$ cat src/rtl/mem_arbiter.sv
// Two-requester round-robin arbiter in front of a single-port synchronous memory.
// One operation in flight at a time; writes take 2 cycles, reads return rsp_valid 3 cycles after accept.
module mem_arbiter #(
  parameter int ADDR_W = 4,
  parameter int DATA_W = 8
) (
  input  logic                  clk,
  input  logic                  rst,
  input  logic [1:0]            req_valid,
  input  logic [1:0]            req_we,
  input  logic [2*ADDR_W-1:0]   req_addr,
  input  logic [2*DATA_W-1:0]   req_wdata,
  output logic [1:0]            req_ready,
  output logic [1:0]            rsp_valid,
  output logic [DATA_W-1:0]     rsp_rdata,
  output logic                  wr_enable,
  output logic                  rd_enable,
  output logic [ADDR_W-1:0]     addr,
  output logic [DATA_W-1:0]     data_in,
  input  logic [DATA_W-1:0]     data_out,
  output logic                  busy
);

  typedef enum logic [1:0] {IDLE, ISSUE, WAIT, RESP} state_t;

  state_t state;
  logic   last_gnt;
  logic   owner;
  logic   op_we;
  logic   win;
  logic   [1:0] grant;

  // On a tie the requester that did not win last time goes next.
  always_comb begin
    win   = (req_valid == 2'b11) ? ~last_gnt : req_valid[1];
    grant = 2'b00;
    if (!rst && state == IDLE && req_valid != 2'b00) begin
      grant = win ? 2'b10 : 2'b01;
    end
  end

  assign req_ready = grant;

  always_ff @(posedge clk) begin
    if (rst) begin
      state     <= IDLE;
      last_gnt  <= 1'b1;
      owner     <= 1'b0;
      op_we     <= 1'b0;
      wr_enable <= 1'b0;
      rd_enable <= 1'b0;
      addr      <= '0;
      data_in   <= '0;
      rsp_valid <= 2'b00;
      rsp_rdata <= '0;
      busy      <= 1'b0;
    end else begin
      case (state)
        IDLE: begin
          if (grant != 2'b00) begin
            last_gnt  <= win;
            owner     <= win;
            op_we     <= req_we[win];
            addr      <= win ? req_addr[2*ADDR_W-1:ADDR_W] : req_addr[ADDR_W-1:0];
            data_in   <= win ? req_wdata[2*DATA_W-1:DATA_W] : req_wdata[DATA_W-1:0];
            wr_enable <= req_we[win];
            rd_enable <= ~req_we[win];
            busy      <= 1'b1;
            state     <= ISSUE;
          end
        end
        ISSUE: begin
          wr_enable <= 1'b0;
          rd_enable <= 1'b0;
          if (op_we) begin
            busy  <= 1'b0;
            state <= IDLE;
          end else begin
            state <= WAIT;
          end
        end
        WAIT: begin
          // Memory output is valid the cycle after rd_enable.
          rsp_rdata <= data_out;
          rsp_valid <= owner ? 2'b10 : 2'b01;
          state     <= RESP;
        end
        RESP: begin
          rsp_valid <= 2'b00;
          busy      <= 1'b0;
          state     <= IDLE;
        end
        default: state <= IDLE;
      endcase
    end
  end

endmodule

$ cat config.mk
export PLATFORM = sky130hd
export DESIGN_NAME = mem_arbiter
export DESIGN_NICKNAME = d
export VERILOG_FILES = /design/src/rtl/mem_arbiter.sv
export SDC_FILE = /design/constraint.sdc
export NUM_CORES = 1
export LEC_CHECK = 0
export CORE_MARGIN = 3
export CORE_UTILIZATION = 42
export CTS_CLUSTER_DIAMETER = 100
export DETAILED_ROUTE_END_ITERATION = 8
export GPL_TIMING_DRIVEN = 0
export PLACE_DENSITY = 0.84
export SKIP_LAST_GASP = 1
export SLEW_MARGIN = 20
export SYNTH_ARGS = -nofsm -noshare
export SYNTH_HDL_FRONTEND = slang
export SYNTH_SLANG_ARGS = --single-unit
$ cat constraint.sdc
create_clock -name clk -period 2.8 [get_ports clk]
set_input_delay 0.28 -clock clk [delete_from_list [all_inputs] [get_ports clk]]
set_output_delay 0.28 -clock clk [all_outputs]
set_load 0.05 [all_outputs]
==> implementation parameters, run 1 <==
Parameter                              Value

Critical path
  Startpoint types ... primary input
  Register-to-Register Setup Slack ... 1280 ps
  Slowest CP cell ... sky130_fd_sc_hd__clkdlybuf4s50_1
  Required time worst endpoint ... 2520 ps
  Top fanout value on the critical path ... 10
  CP max stage delay ... 800 ps
  List of cells traversed by the critical path ... clkdlybuf4s50_1, nor3_4, buf_4, nand2_1, inv_1, clkdlybuf4s50_1
  Critical path arrival ... 2440 ps
  Element type at the critical path end ... output port
  Setup CP Type ... primary input to output port
  Most repeated library cell on the critical path ... sky130_fd_sc_hd__clkdlybuf4s50_1

Logic synthesis
  Post-synthesis instance area ... 1270 sq um
  Proportion of synthesized chip area in sequential cells ... 0.472
  Fraction of the mapped netlist area in adder cells ... 0
  Combinational family with the most area after synthesis ... simple AND/OR/NAND/NOR gates
  Average size of a mapped cell ... 8.27 sq um
  Mux cell area share after synthesis ... 0
  Syn Nets ... 192
  Number of distinct library cells after synthesis ... 30
  Xor and xnor fraction of the mapped netlist area ... 0
  Number of storage elements in the synthesis netlist ... 30
  Yosys warning total ... 0
  Simple logic cell fraction of the synthesized area ... 0.247
  Complex-gate fraction of the synthesized area ... 0.210
  Post-Synthesis Cells ... 154

Placed design
  Count of buffers inserted at the top-level ports ... 64
  DPL Wire Length ... 2.96 mm
  Global placement routability congestion ... 0.770
  Area of placed instances ... 1950 sq um

Die
  Height of the chip ... 61.1 microns
  Die area ... 3730 sq um
  Floorplan die width ... 61.1 microns
  Number of top-level pins ... 65
  Area of the placeable core ... 2830 sq um
  Initial Util ... 0.450
  Number of placement rows ... 19

Clock tree
  Cts hold-fix bufs ... 0
  Number of buffers inserted during clock tree synthesis ... 5
  Clock root cell ... sky130_fd_sc_hd__clkbuf_4
  Number of clock sinks ... 30
  Reg clk slew, reported paths ... 90 ps
  CTS tree ... done
  Buffer levels on the longest clock path ... 2
  Clock H-tree levels ... 2
  Clock latency on the worst-skew pair ... 330 ps
  Post-CTS Setup Bufs ... 0
  CTS resizes ... 0

Drt
  Number of DRC violations after detailed routing ... 0
  Antenna Nets Post-Route ... 0
  First-pass detailed-route iteration total ... 4
  Total Wirelength ... 3.96 mm
  Vias per Instance ... 5.70
  Count of routing violations after the opening detailed-route iteration ... 61
  Via total after detailed routing ... 1464
  DR WL/cell ... 15.4 microns

Power and ir drop
  Peak supply drop ... 0.314 mV
  Power per cell area ... 524 nW/um^2
  Lkg Pwr ... 0.719 nW
  Design Power ... 1.06 mW

Final layout
  Total area of sequential cells ... 601 sq um
  Final Instance Area ... 2020 sq um
  Share of cells above drive strength 1 ... 0.0708
  Synthesis-to-finish area growth ... 58.5%
  Total Nets Final ... 263
  Fillcell total ... 236
  Antenna diodes ... 0
  Multi-input combinational cell area ... 586 sq um

STA
  Post-route fraction of the period consumed by the critical path ... 0.971
  Slew Viols, Final ... 0
  Slew at the pin closest to its max-slew limit ... 548 ps
  Unrepaired setup endpoints after global routing ... true
  Setup Viol. Count Final ... 0
  Number of hold-slack violations in the final timing report ... 0
  Slew headroom ... 0.634
  Final Skew ... 5.35 ps
  Minimum clock period after layout ... 2720 ps
  Achievable Freq ... 368 MHz

Global route
  Vias in the first global route ... 1436
  Global router's overall resource usage ... 0.226
  Global-route wire length before repair ... 6.15 mm
  Maximum number of pins on one net before global-route repair ... 11
  Initial antenna violation count ... 0
  GRT overflow ... 0

Outcome
  Result of the run ... complete, no violations

Worst hold path
  Hold Crit Class ... register to register

Job
  Max-cap violations ... 0
-- cell usage in the layout (no fill, tap or decap), types with 2 or more instances in the layout --
| cell type | count |
|---|---|
| sky130_fd_sc_hd__nand4_1 | 13 |
| sky130_fd_sc_hd__dfxtp_1 | 30 |
| sky130_fd_sc_hd__a31oi_1 | 12 |
| sky130_fd_sc_hd__a21oi_1 | 11 |
| sky130_fd_sc_hd__buf_2 | 4 |
| sky130_fd_sc_hd__buf_4 | 2 |
| sky130_fd_sc_hd__nor2_1 | 5 |
| sky130_fd_sc_hd__o21ai_1 | 2 |
| sky130_fd_sc_hd__inv_1 | 5 |
| sky130_fd_sc_hd__nor2b_1 | 2 |
| sky130_fd_sc_hd__nand2b_1 | 3 |
| sky130_fd_sc_hd__o31ai_1 | 2 |
| sky130_fd_sc_hd__clkdlybuf4s50_1 | 63 |
| sky130_fd_sc_hd__clkbuf_1 | 7 |
| sky130_fd_sc_hd__clkbuf_4 | 5 |
| sky130_fd_sc_hd__o21ai_0 | 11 |
| sky130_fd_sc_hd__nand2_1 | 18 |
| sky130_fd_sc_hd__nand3_1 | 14 |
-- worst max-delay path: cells and delay by family --
family,cells,cell delay [ps]
buffers and inverters,4,1660
AND/OR/NAND/NOR,2,500
-- registers in the layout (all words and copies together), names as in the netlist, named ones only --
register,cells
op_we,1
busy,1
state,1
rd_enable,1
wr_enable,1
owner,1
rsp_rdata,8
last_gnt,1
data_in,8
addr,4
rsp_valid,2
-- path summary, 6_finish.rpt --
path,startpoint,end,cells after the start
min reg2reg,rsp_rdata[2],rsp_rdata[2],2
min,rsp_rdata[2],rsp_rdata[2],2
max,rst,req_ready[1],6
max reg2reg,register,wr_enable,4
-- kinds of logic (layout without fill, tap and decap cells) --
group                  Yosys count  in the layout
AND/OR/NAND/NOR                 60             60
AO/OA/AOI/OAI                   45             45
flip-flops                      30             30
buffers and inverters           19             91
-- per-stage QoR --
stage,hold WS (ps),worst slack [ps],TNS (ps),instances,util
after floorplan,416,1170,0,154,-
after global placement,441,68.7,0,249,0.690
after detailed placement,444,25.5,0,249,0.690
after CTS,458,14.4,0,257,0.712
after global routing,490,-20.9,-20.9,257,0.714
final,458,82.2,0,257,0.714
-- cells in the mapped netlist --
library cell                 n  area share
sky130_fd_sc_hd__or3_1       1      0.0049
sky130_fd_sc_hd__nor3b_1     1      0.0059
sky130_fd_sc_hd__or2_1       1      0.0049
sky130_fd_sc_hd__o311ai_0    1      0.0069
sky130_fd_sc_hd__buf_1       1      0.0029
sky130_fd_sc_hd__o31a_1      1      0.0069
sky130_fd_sc_hd__nand4_1    13       0.064
sky130_fd_sc_hd__nand3_1    14       0.055
sky130_fd_sc_hd__clkbuf_1    6       0.018
sky130_fd_sc_hd__o31ai_1     2       0.012
sky130_fd_sc_hd__nand2_1    18       0.053
sky130_fd_sc_hd__nor3_4      1       0.013
sky130_fd_sc_hd__a211oi_1    1      0.0059
sky130_fd_sc_hd__buf_6       1      0.0088
sky130_fd_sc_hd__a21boi_1    1      0.0059
sky130_fd_sc_hd__o21bai_1    1      0.0059
sky130_fd_sc_hd__buf_2       4       0.016
sky130_fd_sc_hd__a21oi_1    11       0.043
sky130_fd_sc_hd__and4_1      1      0.0069
sky130_fd_sc_hd__inv_1       5       0.015
sky130_fd_sc_hd__o21ai_0    11       0.043
sky130_fd_sc_hd__a31oi_1    12       0.059
sky130_fd_sc_hd__a311oi_1    1      0.0069
sky130_fd_sc_hd__nand2b_1    3       0.015
sky130_fd_sc_hd__o21ai_1     2      0.0079
sky130_fd_sc_hd__buf_4       2       0.012
sky130_fd_sc_hd__nor2b_1     2      0.0098
sky130_fd_sc_hd__nor2_1      5       0.015
sky130_fd_sc_hd__a2bb2oi_1   1      0.0069
sky130_fd_sc_hd__dfxtp_1    30        0.47
-- metal layers --
metal	up-vias	track usage	wire length, microns
li1	696	-	-
met1	685	0.240	1500
met2	78	0.399	2030
met3	5	0.0839	390
met4	0	0.0960	44
met5	-	0	0
-- area by class of cell --
class	instances	share of cell area
flip-flops and latches	30	0.297
plain buffers	14	0.0359
repair buffers	64	0.318
clock buffers	7	0.0273
clock inverters	1	0.00248
multi-input cells	105	0.290
inverters	5	0.00929
well taps	31	0.0192
-- where the power goes --
group / switching, mW / leakage, nW / internal [mW] / total, mW
Clock: 0.150 / 0.0353 / 0.122 / 0.272
Sequential: 0.0147 / 0.245 / 0.456 / 0.470
Combinational: 0.187 / 0.438 / 0.128 / 0.315
(Power assumes the default switching activity.)
==> run 2: changes to the inputs <==
--- a/config.mk
+++ b/config.mk
@@ -5,6 +5,7 @@
 export SDC_FILE = /design/constraint.sdc
 export NUM_CORES = 1
 export LEC_CHECK = 0
+export CAP_MARGIN = 40
 export CORE_MARGIN = 3
 export CORE_UTILIZATION = 42
 export CTS_CLUSTER_DIAMETER = 100
==> results of run 2 <==
The final DEF is identical to that of run 1; final timing and power are the same.
==> variant 1 (flow settings as in run 1) <==
The parameter `ADDR_W` goes from 4 to 5.
--- a/src/rtl/mem_arbiter.sv
+++ b/src/rtl/mem_arbiter.sv
@@ -1,7 +1,7 @@
 // Two-requester round-robin arbiter in front of a single-port synchronous memory.
 // One operation in flight at a time; writes take 2 cycles, reads return rsp_valid 3 cycles after accept.
 module mem_arbiter #(
-  parameter int ADDR_W = 4,
+  parameter int ADDR_W = 5,
   parameter int DATA_W = 8
 ) (
   input  logic                  clk,
Interface: changed (resized addr and req_addr); port bits go from 65 to 68. No check against the original RTL was run, so the function may have changed too.
==> variant 1 against run 1 <==
Design area is 6.4% higher; sequential cell count is 1 higher; worst setup slack better by 0.099 ns; sequential power is 6.2% higher; routed wire length is 9.7% lower; count of clock-buffer cells in the layout is 1 lower; register-to-register slack better by 0.11 ns; fmax is 3.8% higher; core utilization is 2.2 points lower; synthesized area is 8.4% higher; total power is 5.5% higher; largest cell class unchanged.
==> variant 1: results (changes against run 1) <==
[cells_and_area]
fin_cells=279  ; +8.6%
multi_input_area_share=0.317  ; +0.0269
drive_gt1_frac=0.128  ; +0.0569
fillers=274  ; +16%
reg.largest.list=data_in (8), rsp_rdata (8), addr (5)
seqCellArea_um2=621  ; +3.3%
nClkBuffers=6  ; -1
area_growth_pct=55.5
clock_area_frac=0.0192  ; -0.0105
multi_input_cells=119  ; +13%
buf_share=0.348  ; -0.00670
inv_count=1  ; -4

[setup_path]
crit_path_max_fanout=6  ; -4
worstReg2RegEnd=addr[4]
r2r_slack_ns=1.39  ; +0.11 ns
r2r_cells=6  ; +2
r2r-start=state[0]
cp.arrival_ns=2.34  ; -0.10 ns
crit_end=req_ready[0]
crit_start=req_valid[0]

[placed_design]
dp.cells=273  ; +9.6%
gp_congestion=0.779  ; +1.2%
place_ws_ns=0.181  ; +0.155 ns
placed_cell_area_um2=2110  ; +7.9%
hpwl_um=2690  ; -9.2%
io_buffers=67  ; +4.7%

[logic_synthesis]
syn_inst=162  ; +5.2%
ys_top_cells_by_area=dfxtp_1 (45%), nand2_1 (13%), a311oi_2 (7.6%)
synth_common_cells=nand2_1 (48), dfxtp_1 (31), nor2_1 (16)
ys_seq_area_frac=0.449  ; -0.0222
netlist_area_um2=1380  ; +8.4%
synth.net_count=202  ; +5.2%
synth_cell_types=27  ; -10%

[grt]
use_met3=0.0553  ; -0.0286
grtUsageMet1=0.252  ; +0.0120
grt_usage=0.192  ; -0.0337
met2_usage=0.301  ; -0.0976
grt_pass1_wl_um=6110  ; -0.78%

[routing]
first_iter_violations=87  ; +43%
wl_met3_um=141  ; -64%
first_pass_iters=5  ; +1
wire_per_inst_um=12.8  ; -17%
wl_met2_um=1700  ; -16%
wl_met1_um=1690  ; +13%
vias_per_cell=4.80  ; -16%

[timing]
finClkSkew_ns=0.00618  ; +0.000836 ns
worst-slew-pin-transition_ns=0.597  ; +0.0493 ns
whs_ns=0.458  ; -0.0000480 ns

[status]
status=finished clean

[clock_tree]
clkSinkCount=31  ; +3.3%
insertion_delay_ns=0.32

[hold_path]
hold_start=rsp_rdata[7]
hold_end=rsp_rdata[7]

[pwr]
p_switching_uw=384  ; +8.9%
clock_power_share=0.202  ; -0.055
p_leak_nw=0.789  ; +9.8%
ir_worst_vdd_uv=301  ; -4.3%

-- variant 1: cell types whose count changed in the layout (fill, tap and decap cells not counted), moves of 5 or more --
| cell | delta |
|---|---|
| a311oi_1 | +5 |
| nor2_1 | +11 |
| a311oi_2 | +7 |
| nand2_1 | +30 |
| o21ai_0 | -8 |
| nand3_1 | -14 |
| a31oi_1 | -12 |
| nor2_2 | +7 |
| nand4_1 | -13 |
-- variant 1: through the flow --
| step | power [mW] | util |
|---|---|---|
| CTS | 1.12 | 0.692 |
| detailed placement | 0.902 | 0.679 |
| global route | 1.18 | 0.692 |
| global placement | 0.898 | 0.679 |
| finish | 1.12 | 0.692 |
| floorplan | 0.755 | - |
-- variant 1: logic make-up (layout without fill, tap and decap cells) --
kind of cell	after synthesis	count (layout)	synth area share
flops	31	31	0.449
compound gates	33	33	0.203
mux	2	2	0.0145
buf+inv	12	85	0.0580
simple gates	84	84	0.275
==> variant 2 (settings of run 1) <==
Without the edit above. Re-encode `state_t` (4 states) as Gray code, 2 bits wide.
--- a/src/rtl/mem_arbiter.sv
+++ b/src/rtl/mem_arbiter.sv
@@ -21,7 +21,7 @@
   output logic                  busy
 );
 
-  typedef enum logic [1:0] {IDLE, ISSUE, WAIT, RESP} state_t;
+  typedef enum logic [1:0] {IDLE = 2'b00, ISSUE = 2'b01, WAIT = 2'b11, RESP = 2'b10} state_t;
 
   state_t state;
   logic   last_gnt;
Formal check against the unedited RTL: no difference found for any inputs over 10 cycles, from zero or initial values and one cycle with rst high; not proved beyond that.
==> variant 2 against run 1 <==
First-iteration DRC count increased by 26%; sequential power increased by 4.9%; largest power group unchanged; total power increased by 10%; global-route usage shrank 2.6 points; critical endpoint unchanged; final cell count decreased by 1.6%; routed wire length fell by 5.7%; register-to-register slack got worse by 0.34 ns; sequential cell count stayed put; design area increased by 5.3%; synthesized cell count fell by 11%; die area increased by 6.7%; worst setup slack improved by 0.092 ns; clock skew up 0.0026 ns; synthesized area increased by 7.5%.
==> variant 2: results (changes against run 1) <==
[routing]
first_pass_iters=4  ; unchanged
wl_met3_um=190  ; -51%
dr_total_vias=1288  ; -12%
drt-total-wl_um=3740  ; -5.7%
topRoutingLayerUsed=met4
wl_met2_um=2000  ; -1.6%
wl_met1_um=1480  ; -0.93%
first_iter_violations=77  ; +26%

[logic_synthesis]
synth_common_cells=dfxtp_1 (30), mux2i_1 (22), a21oi_1 (14)
synth_warnings=0  ; unchanged
synth-compound-area-share=0.182  ; -0.0283
ys_top_cells_by_area=dfxtp_1 (44%), mux2i_1 (16%), o21bai_1 (7.1%)
async_flop_share=0  ; unchanged
synth_cell_types=30  ; unchanged
synth_xor_area_frac=0  ; unchanged
ys_seq_area_frac=0.439  ; -0.0328
synth_fa_ha_area_frac=0.0548  ; +0.0548
synth_mux_area_frac=0.169  ; +0.169
synth.net_count=181  ; -5.7%

[cells_and_area]
antennaDiodeCount=0  ; unchanged
drive_gt1_frac=0.0718  ; +0.000974
multiInputGateArea_um2=704  ; +20%
fillers=248  ; +5.1%
reg.largest.list=data_in (8), rsp_rdata (8), addr (4)
nets=252  ; -4.2%

[clock_tree]
cts_made_buffers=5  ; unchanged
clkSlewWorstSetupHoldPaths_ns=0.10
insertion_delay_ns=0.33  ; about the same
postCtsSetupBuffers=0  ; unchanged
cts_max_level=2  ; unchanged
clock_tree.buffer_depth=2  ; unchanged
clockRootBuffer=clkbuf_4

[placed_design]
place_ws_ns=0.190  ; +0.165 ns
io_buffers=64  ; unchanged
gp_congestion=0.692  ; -10%
placed_cell_area_um2=2060  ; +5.7%
hpwl_um=2880  ; -2.5%

[grt]
grt_usage=0.200  ; -0.0255
grt_pass1_wl_um=6240  ; +1.5%
antenna_found_initial=0  ; unchanged
grt_max_degree=11  ; unchanged

[status]
status=finished clean

[hold_path]
hold_start=owner
hold_class=reg -> reg

[setup_path]
slowest_stage=clkdlybuf4s15_1
cp.arrival_ns=2.35  ; -0.09 ns
max_stage_delay_ns=0.49  ; -0.31 ns
critPathTopFamily=buffers and inverters
crit_start=state[0]
crit_path_max_fanout=7  ; -3

[timing]
finClkSkew_ns=0.00796  ; +0.00261 ns
worst-slew-pin-transition_ns=0.528  ; -0.0193 ns

[pwr]
ir_worst_vdd_uv=280  ; -11%
p_leak_nw=0.834  ; +16%

-- variant 2: report_power, final --
part	internal [mW]	switching, mW	leakage (nW)	total (mW)
clock	0.122	0.151	0.0353	0.272
combinational	0.168	0.233	0.552	0.401
sequential	0.467	0.0253	0.247	0.493
total	0.757	0.409	0.834	1.17
-- variant 2: cells by family (layout without fill, tap and decap cells) --
family	Yosys count	count (layout)
adders and majority gates	6	6
DFF	30	30
AOI/OAI and AO/OA	37	37
and+or+nand+nor	30	30
muxes	23	23
buffers and inverters	11	83
-- variant 2: tightest hold or removal path, cell delays in order, from the launching register on --
cell,delay (ns)
dfxtp_1,0.33
nand2_1,0.07
a21oi_1,0.06
-- variant 2: stage by stage --
step | hold slack, ns | total power, mW | std cells
final | 0.499 | 1.17 | 253
after CTS | 0.499 | 1.17 | 253
after floorplan | 0.370 | 0.746 | 137
after detailed placement | 0.486 | 0.903 | 245
after global placement | 0.464 | 0.891 | 245
after global routing | 0.526 | 1.22 | 253
-- variant 2: layout make-up --
type / count / share of cell area
multi-input combinational: 96 / 0.331
timing repair buffer: 64 / 0.302
sequential: 30 / 0.282
clock buffer: 7 / 0.0259
tap: 44 / 0.0259
buffer: 8 / 0.0247
inverter: 3 / 0.00529
clock inverter: 1 / 0.00235
-- variant 2: final timing paths --
check                                    end  slack [ns]  cells past startpoint
worst max register to register    data_in[1]        0.94                      6
worst max-delay path            req_ready[1]        0.17                      6
worst min register to register         owner        0.50                      2
worst min-delay path                   owner        0.50                      2
-- variant 2: what timing repair did --
item                       CTS  global route
gates cloned                 0             0
resized for setup            1             2
setup endpoints to repair    1             2
-- variant 2: per-layer routing --
metal,up-vias,GRT usage
met1,613,0.224
li1,628,-
met2,40,0.350
met3,7,0.0588
met4,0,0.0854
met5,-,0
